File: config.mk
export PLATFORM = sky130hd
export DESIGN_NAME = capture_ctrl
export DESIGN_NICKNAME = d
export VERILOG_FILES = /design/src/rtl/capture_ctrl.sv
export SDC_FILE = /design/constraint.sdc
export NUM_CORES = 1
export LEC_CHECK = 0
export ABC_CLOCK_PERIOD_IN_PS = 1940
export BUFFER_PORTS_ARGS = -buffer_cell sky130_fd_sc_hd__clkbuf_2
export CAP_MARGIN = 10
export CORE_ASPECT_RATIO = 0.75
export CORE_MARGIN = 2
export CORE_UTILIZATION = 45
export CTS_BUF_LIST = sky130_fd_sc_hd__clkbuf_8 sky130_fd_sc_hd__clkbuf_16
export DETAILED_ROUTE_END_ITERATION = 10
export PLACE_DENSITY = 0.63
export SLEW_MARGIN = 20
export SYNTH_ARGS = -nofsm -noshare
export SYNTH_HDL_FRONTEND = slang
export SYNTH_SLANG_ARGS = --single-unit
export TNS_END_PERCENT = 100
File: constraint.sdc
create_clock -name i_clk -period 1.94 [get_ports i_clk]
set_clock_uncertainty 0.1 [all_clocks]
set_input_delay 0.097 -clock i_clk [delete_from_list [all_inputs] [get_ports i_clk]]
set_output_delay 0.097 -clock i_clk [all_outputs]
set_load 0.01 [all_outputs]
File: src/rtl/capture_ctrl.sv
// Capture sequencer: ball flight, shake animation, random capture decision and
// post-result hold, with a running saturating capture count.
module capture_ctrl (
   input  logic       i_clk,
   input  logic       i_rst_n,
   input  logic       i_refresh,
   input  logic       i_throw,
   input  logic [7:0] i_catch_rate,
   input  logic       i_en_collision,
   input  logic       i_anime_ball,
   input  logic       i_collision_done,
   output logic       o_en_pokemon,
   output logic       o_en_ball,
   output logic [1:0] o_shake_frame,
   output logic       o_result_valid,
   output logic       o_caught,
   output logic [7:0] o_catch_cnt,
   output logic       o_busy
);

   typedef enum logic [2:0] {
      S_IDLE,
      S_FLIGHT,
      S_SHAKE,
      S_RESULT,
      S_HOLD
   } state_t;

   localparam logic [6:0] FLIGHT_LAST = 7'd89;
   localparam logic [6:0] HOLD_LAST   = 7'd59;
   localparam logic [7:0] LFSR_SEED   = 8'h5A;

   state_t     state;
   state_t     state_nxt;
   logic [6:0] frame_cnt;
   logic       miss;
   logic       done_q;
   logic [7:0] lfsr;
   logic [1:0] shake;
   logic       caught;
   logic [7:0] catch_cnt;

   logic       frame_clr;
   logic       frame_inc;
   logic       miss_clr;
   logic       miss_set;
   logic       caught_clr;
   logic       caught_load;
   logic       shake_clr;
   logic       done_rise;
   logic       caught_hit;

   function automatic logic [7:0] sat_inc(input logic [7:0] v);
      return (v == 8'hFF) ? v : v + 8'd1;
   endfunction

   function automatic logic [7:0] lfsr_step(input logic [7:0] v);
      return {v[6:0], v[7] ^ v[5] ^ v[4] ^ v[3]};
   endfunction

   assign done_rise  = i_collision_done & ~done_q;
   // A timeout entry must report a miss even though the flag is only being set now.
   assign caught_hit = ~miss & ~miss_set & (lfsr <= i_catch_rate);

   always_ff @(posedge i_clk or negedge i_rst_n) begin
      if (!i_rst_n) begin
         state <= S_IDLE;
      end else begin
         state <= state_nxt;
      end
   end

   always_comb begin
      state_nxt   = state;
      frame_clr   = 1'b0;
      frame_inc   = 1'b0;
      miss_clr    = 1'b0;
      miss_set    = 1'b0;
      caught_clr  = 1'b0;
      caught_load = 1'b0;
      shake_clr   = 1'b0;
      case (state)
         S_IDLE: begin
            if (i_throw) begin
               state_nxt  = S_FLIGHT;
               frame_clr  = 1'b1;
               miss_clr   = 1'b1;
               caught_clr = 1'b1;
            end
         end
         S_FLIGHT: begin
            frame_inc = i_refresh;
            if (i_en_collision) begin
               state_nxt = S_SHAKE;
               frame_clr = 1'b1;
               shake_clr = 1'b1;
            end else if (i_refresh && (frame_cnt == FLIGHT_LAST)) begin
               state_nxt   = S_RESULT;
               miss_set    = 1'b1;
               caught_load = 1'b1;
            end
         end
         S_SHAKE: begin
            if (done_rise) begin
               state_nxt   = S_RESULT;
               caught_load = 1'b1;
            end
         end
         S_RESULT: begin
            state_nxt = S_HOLD;
            frame_clr = 1'b1;
         end
         S_HOLD: begin
            frame_inc = i_refresh;
            if (i_refresh && (frame_cnt == HOLD_LAST)) begin
               state_nxt = S_IDLE;
            end
         end
         default: begin
            state_nxt = S_IDLE;
         end
      endcase
   end

   always_ff @(posedge i_clk or negedge i_rst_n) begin
      if (!i_rst_n) begin
         frame_cnt <= '0;
         miss      <= 1'b0;
         done_q    <= 1'b0;
         lfsr      <= LFSR_SEED;
      end else begin
         done_q <= i_collision_done;
         lfsr   <= lfsr_step(lfsr);
         if (frame_clr) begin
            frame_cnt <= '0;
         end else if (frame_inc) begin
            frame_cnt <= frame_cnt + 7'd1;
         end
         if (miss_clr) begin
            miss <= 1'b0;
         end else if (miss_set) begin
            miss <= 1'b1;
         end
      end
   end

   // Shake frame only advances on frames of the ball-shake animation phase.
   always_ff @(posedge i_clk or negedge i_rst_n) begin
      if (!i_rst_n) begin
         shake <= '0;
      end else if (shake_clr) begin
         shake <= '0;
      end else if (state == S_SHAKE) begin
         if (!i_anime_ball) begin
            shake <= '0;
         end else if (i_refresh) begin
            shake <= shake + 2'd1;
         end
      end
   end

   always_ff @(posedge i_clk or negedge i_rst_n) begin
      if (!i_rst_n) begin
         caught    <= 1'b0;
         catch_cnt <= '0;
      end else begin
         if (caught_clr) begin
            caught <= 1'b0;
         end else if (caught_load) begin
            caught <= caught_hit;
         end
         if ((state == S_RESULT) && caught) begin
            catch_cnt <= sat_inc(catch_cnt);
         end
      end
   end

   always_comb begin
      o_en_pokemon = 1'b1;
      o_en_ball    = 1'b0;
      case (state)
         S_FLIGHT: begin
            o_en_pokemon = 1'b1;
            o_en_ball    = 1'b1;
         end
         S_SHAKE: begin
            o_en_pokemon = 1'b0;
            o_en_ball    = 1'b1;
         end
         S_RESULT, S_HOLD: begin
            o_en_pokemon = ~caught;
            o_en_ball    = caught;
         end
         default: begin
            o_en_pokemon = 1'b1;
            o_en_ball    = 1'b0;
         end
      endcase
   end

   assign o_shake_frame  = (state == S_SHAKE) ? shake : 2'd0;
   assign o_result_valid = (state == S_RESULT);
   assign o_busy         = (state != S_IDLE);
   assign o_caught       = caught;
   assign o_catch_cnt    = catch_cnt;

endmodule
Word level (Yosys, flattened, before mapping)
Index checks and enable logic that the tools add are counted.

word-level totals
  register bits = 31
  bits in latches = 0
  bits in writable memories = 0
  ROM bits = 0
  input port bits = 15
  output and inout port bits = 15
  logic and storage cells = 80
  memories = 0

operators by class
  add/sub/neg operators = 3
  multiply operators = 0
  div/mod/pow operators = 0
  $lt $le $gt $ge = 1
  equality and inequality tests = 12
  shift-type cells = 0
  muxes and demuxes = 30
  bitwise logic cells = 11
  reduce and logical (&&, ||, !) cells = 15

operator list
  cell                 number
  $mux 3               5
  $pmux 3 s5           1
  $mux 7               2
  $mux 1               13
  $mux 2               5
  $add 8x1->8 const B  1
  $eq 8x8->1 const B   1
  $le 8x8->1           1
  $reduce_bool 2->1    4
  $add 7x1->7 const B  1
  $eq 7x6->1 const B   1
  $eq 7x7->1 const B   1
  $eq 3x2->1 const B   2
  $ne 2x2->1 const B   3
  $pmux 1 s2           3
  $reduce_or 2->1      3
  $not 1->1            5
  $reduce_and 2->1     2
  $reduce_and 4->1     1
  $and 1x1->1          3
  $eq 3x1->1 const B   1
  $eq 3x3->1 const B   1
  $logic_and 1x1->1    3
  $logic_not 3->1      1
  6 further kinds      8

Depth between registers and ports, before layout
  word-level depth = 10
  depth in mapped cells = 6
  depth with buffers taken out = 6

Least setup slack after synthesis
No wires, ideal clock.

  path type = register -> register
  start point = reg catch_cnt[0], in the netlist o_catch_cnt[0]
  end point = reg catch_cnt[1], in the netlist o_catch_cnt[1]
  library setup time = 0.125 ns
  arrival = 1.393 ns
  required time = 1.715 ns
  slack = 0.322 ns
  stages on the path, launching flop included = 5
  path buffers = 0
  period minus slack after synthesis = 1.618 ns
  path through = dfrtp_1 ha_1 nand3_1 o211ai_2 mux2_2

between the ends
  cells in the longest elaborated chain, start to end = 3
  elaborated cells on any way between the ends = 4
  those cells by class = add/sub: 1; eq/ne: 1; bitwise: 1; reduce/logical: 1

ends and longest elaborated chain
  element                                                              line  text
  start: declaration                                                   41    logic [7:0] catch_cnt;
  start signal: assignment                                             173   catch_cnt <= sat_inc(catch_cnt);
  parallel branches: the longest is 3 deep, another holds $add 8x1->8  --

Several ways; the timed one is not identified.
A chain may end at the register's enable or synchronous reset.

Final worst setup path
  start point = reg state[1]
  end point = reg caught, in the netlist o_caught

between the ends
  cells in the longest elaborated chain, start to end = 7
  elaborated cells on any way between the ends = 12
  those cells by class = eq/ne: 2; mux: 5; bitwise: 3; reduce/logical: 2

ends and longest elaborated chain
  element                    line  text
  start: declaration         33    state_t state;
  start signal: assignment   69    state <= state_nxt;
  $eq 3x1->1                 82    case (state)
  $mux 1                     82
  $not 1->1                  63    assign caught_hit = ~miss & ~miss_set & (lfsr <= i_catch_rate);
  $and 1x1->1 (2 in series)  63
  $mux 1                     169   end else if (caught_load) begin
  $mux 1                     167   if (caught_clr) begin
  end signal: assignment     170   caught <= caught_hit;
  end: declaration           40    logic caught;

Parallel ways exist; a longest one is shown, timed or not. The select of a mux whose other input is x is not followed.

==> metrics.txt <==
status finished, final reports clean; leakage power 1.04 nW; Mapped Avg Cell Area 10.3 um^2; first drt pass iteration count 4; initial core utilization 46.5%; Initial DRC Count 63; RSZ-0062 raised after global routing no; Yosys reg bits 31; mux contribution to synthesized area 1.26%; die width 74.8 um; Tot GR Track Use 18.2%; Synth cell types 40; Synth Area in XOR/XNOR 9.31%; hold path start i_en_collision; Skew-Pair Late Insertion Delay 0.27 ns; top_reg_cell synth dfrtp_1; die area 0.00427 mm^2; Setup crit end kind register; worst slew pin tran 0.755 ns; sequential share of the synthesized area 46.1%; vias in the first global route 1281; crit-path cells or3b_1 > nor4b_2 > o2111ai_1 > o211ai_1; drt total wl 3380 um; CP arrival 1.89 ns; dpl hpwl 2580 um; IO Pins 30; Reg clk slew, reported paths 0.06 ns; sw frac 37.1%; I/O Buffers 29; Mapped Cells 164; Hold WC Path Type in2reg; routability cong. 0.844; Net Count, Synth 190; total negative setup slack 0 ns; Max FO, Critical Path 11; CTS tree done; Psw 0.759 mW; CTS max path bufs 2; largest net degree at the start of global routing 32; Sink Count 31; Synth Area in Compound Gates 7.91%; Critical Path Source state[1]; row count 19; Final Net Count 226; Cell Int Power 1.29 mW; Worst Path Buf+Inv 0; Core Area 0.00364 mm^2; max cap viols 0; vias 1302; Post-synth EDFFs 0; final worst-path cycle share 92.6%; die height 57.1 um; Hold Fails Final Rpt 0; Setup Buffers After CTS 0; WP data required 2.03 ns; simple logic cell fraction of the synthesized area 22.2%; antenna diode count 0; main combinational cell family by area after synthesis simple AND/OR/NAND/NOR gates; deepest level of the CTS H-tree 2; PD cells 1020 mW/mm^2; CP peak stage delay 0.54 ns; Pins Over Slew Limit 0; drt wl/cell 13.4 um; Vias/cell 5.15; Post-route DRC 0; reg2reg setup slack 0.14 ns; Netlist Area Pre-Place 0.00169 mm^2; fmax 557 MHz; Max-slew headroom 49.6%; Seq pwr share 44.3%; asr flop ratio synth 100%; Clk pwr share 22.6%; CP max-delay cell dfrtp_1; origin of the critical flop-to-flop path state[1]; share of cells above drive strength 1 22.4%; Synth Warn # 0; CP startpoint kind register; Setup Viol. Count Final 0; worst vdd ir 0.553 mV; root buf cell clkbuf_8; Crit path max-delay family simple AND/OR/NAND/NOR gates; first-pass GRT wire length 5800 um; synth-to-layout area growth 18.3%; Tmin final 1.80 ns; PnR Total Power 2.04 mW; Comb pwr share 33.1%; crit path kind reg2reg; TritonCTS Buffers 5; antenna violations before repair 0; remaining antenna violation count 0; grt ovf 0; Post-Synth Adder-Cell Area 8.13%
-- cell usage after synthesis, types with 4 or more instances --
library cell  instances  share of area [%]
dfrtp_1              27                 40
inv_1                14                3.1
nor2_1               13                2.9
xor2_1               13                6.7
ha_1                 11                8.1
nand2_1               9                2.0
nand4_1               7                2.6
and2_1                6                2.2
nand3_1               6                1.8
nor3_1                6                1.8
xnor2_1               5                2.6
dfstp_2               4                6.2
-- cell usage in the layout, fill, tap and decap left out, types with 7 or more instances in the layout --
cell,instances
inv_1,16
dfrtp_1,27
nor2_1,13
xor2_1,13
clkbuf_2,29
ha_1,11
nand4_1,7
nand2_1,9
-- layout make-up --
class                      count  area [um^2]
clock inverter                 3         12.5
fill                         325         1630
tap                           52         65.1
sequential                    31          781
inverter                      14         52.6
multi-input combinational    114          831
clock buffer                   5         68.8
timing repair buffer          34          193
-- cells by family after synthesis --
kind of cell,Yosys count
and+or+nand+nor,65
DFF,31
adders and majority gates,11
AOI/OAI and AO/OA,18
buffers and inverters,19
muxes,2
xor gates and xnor gates,18
-- worst paths after layout --
check,cells after the start,end
max reg2reg,4,o_caught
min in group asynchronous,2,lfsr[2]
max,4,o_caught
max in group asynchronous,2,state[0]
min,3,state[0]
min reg2reg,0,lfsr[1]
-- repair_timing --
action                     in CTS  in global routing
gates resized for setup         0                  1
hold buffers                    4                  0
hold endpoints to repair       30                  0
setup endpoints to repair       0                  2
-- state kept, by name, indices dropped and copies added, names as in the netlist --
register     cells
done_q           1
frame_cnt        7
lfsr             8
miss             1
o_catch_cnt      8
o_caught         1
shake            2
state            3
-- stage by stage --
stage | hold slack [ns] | cells | instance area (um^2) | utilization [%] | setup WS (ns)
2_1_floorplan | -0.299 | 164 | 1690 | - | 0.322
3_3_place_gp | 0.101 | 241 | 1880 | 51.6 | 0.258
3_5_place_dp | 0.110 | 241 | 1880 | 51.6 | 0.188
4_1_cts | 0.0494 | 253 | 2000 | 54.9 | 0.105
5_1_grt | 0.0503 | 253 | 2000 | 55.1 | 0.0434
6_report | 0.0581 | 253 | 2000 | 55.1 | 0.145
-- metal layers --
| metal | part of all wire, % | up-vias | GRT usage (%) |
|---|---|---|---|
| met5 | 0 | - | 0 |
| met4 | 1.7 | 0 | 6.12 |
| met2 | 45 | 40 | 26.7 |
| li1 | - | 642 | - |
| met3 | 4.6 | 6 | 6.01 |
| met1 | 48 | 614 | 25.4 |
-- worst register-to-register path, delay by kind of cell (launching register included) --
| kind | cells | cell delay [ns] |
|---|---|---|
| AO/OA/AOI/OAI | 2 | 0.30 |
| AND/OR/NAND/NOR | 2 | 0.78 |
| flip-flops | 1 | 0.54 |
-- power groups by stage --
| stage | Combinational, mW | Clock, mW | Sequential, mW |
|---|---|---|---|
| final | 0.677 | 0.462 | 0.905 |
| after global routing | 0.756 | 0.517 | 0.926 |
| after global placement | 0.649 | 0 | 0.899 |
| after floorplan | 0.515 | 0 | 0.845 |
| after CTS | 0.682 | 0.480 | 0.901 |
| after detailed placement | 0.671 | 0 | 0.911 |
(Power assumes the default switching activity.)
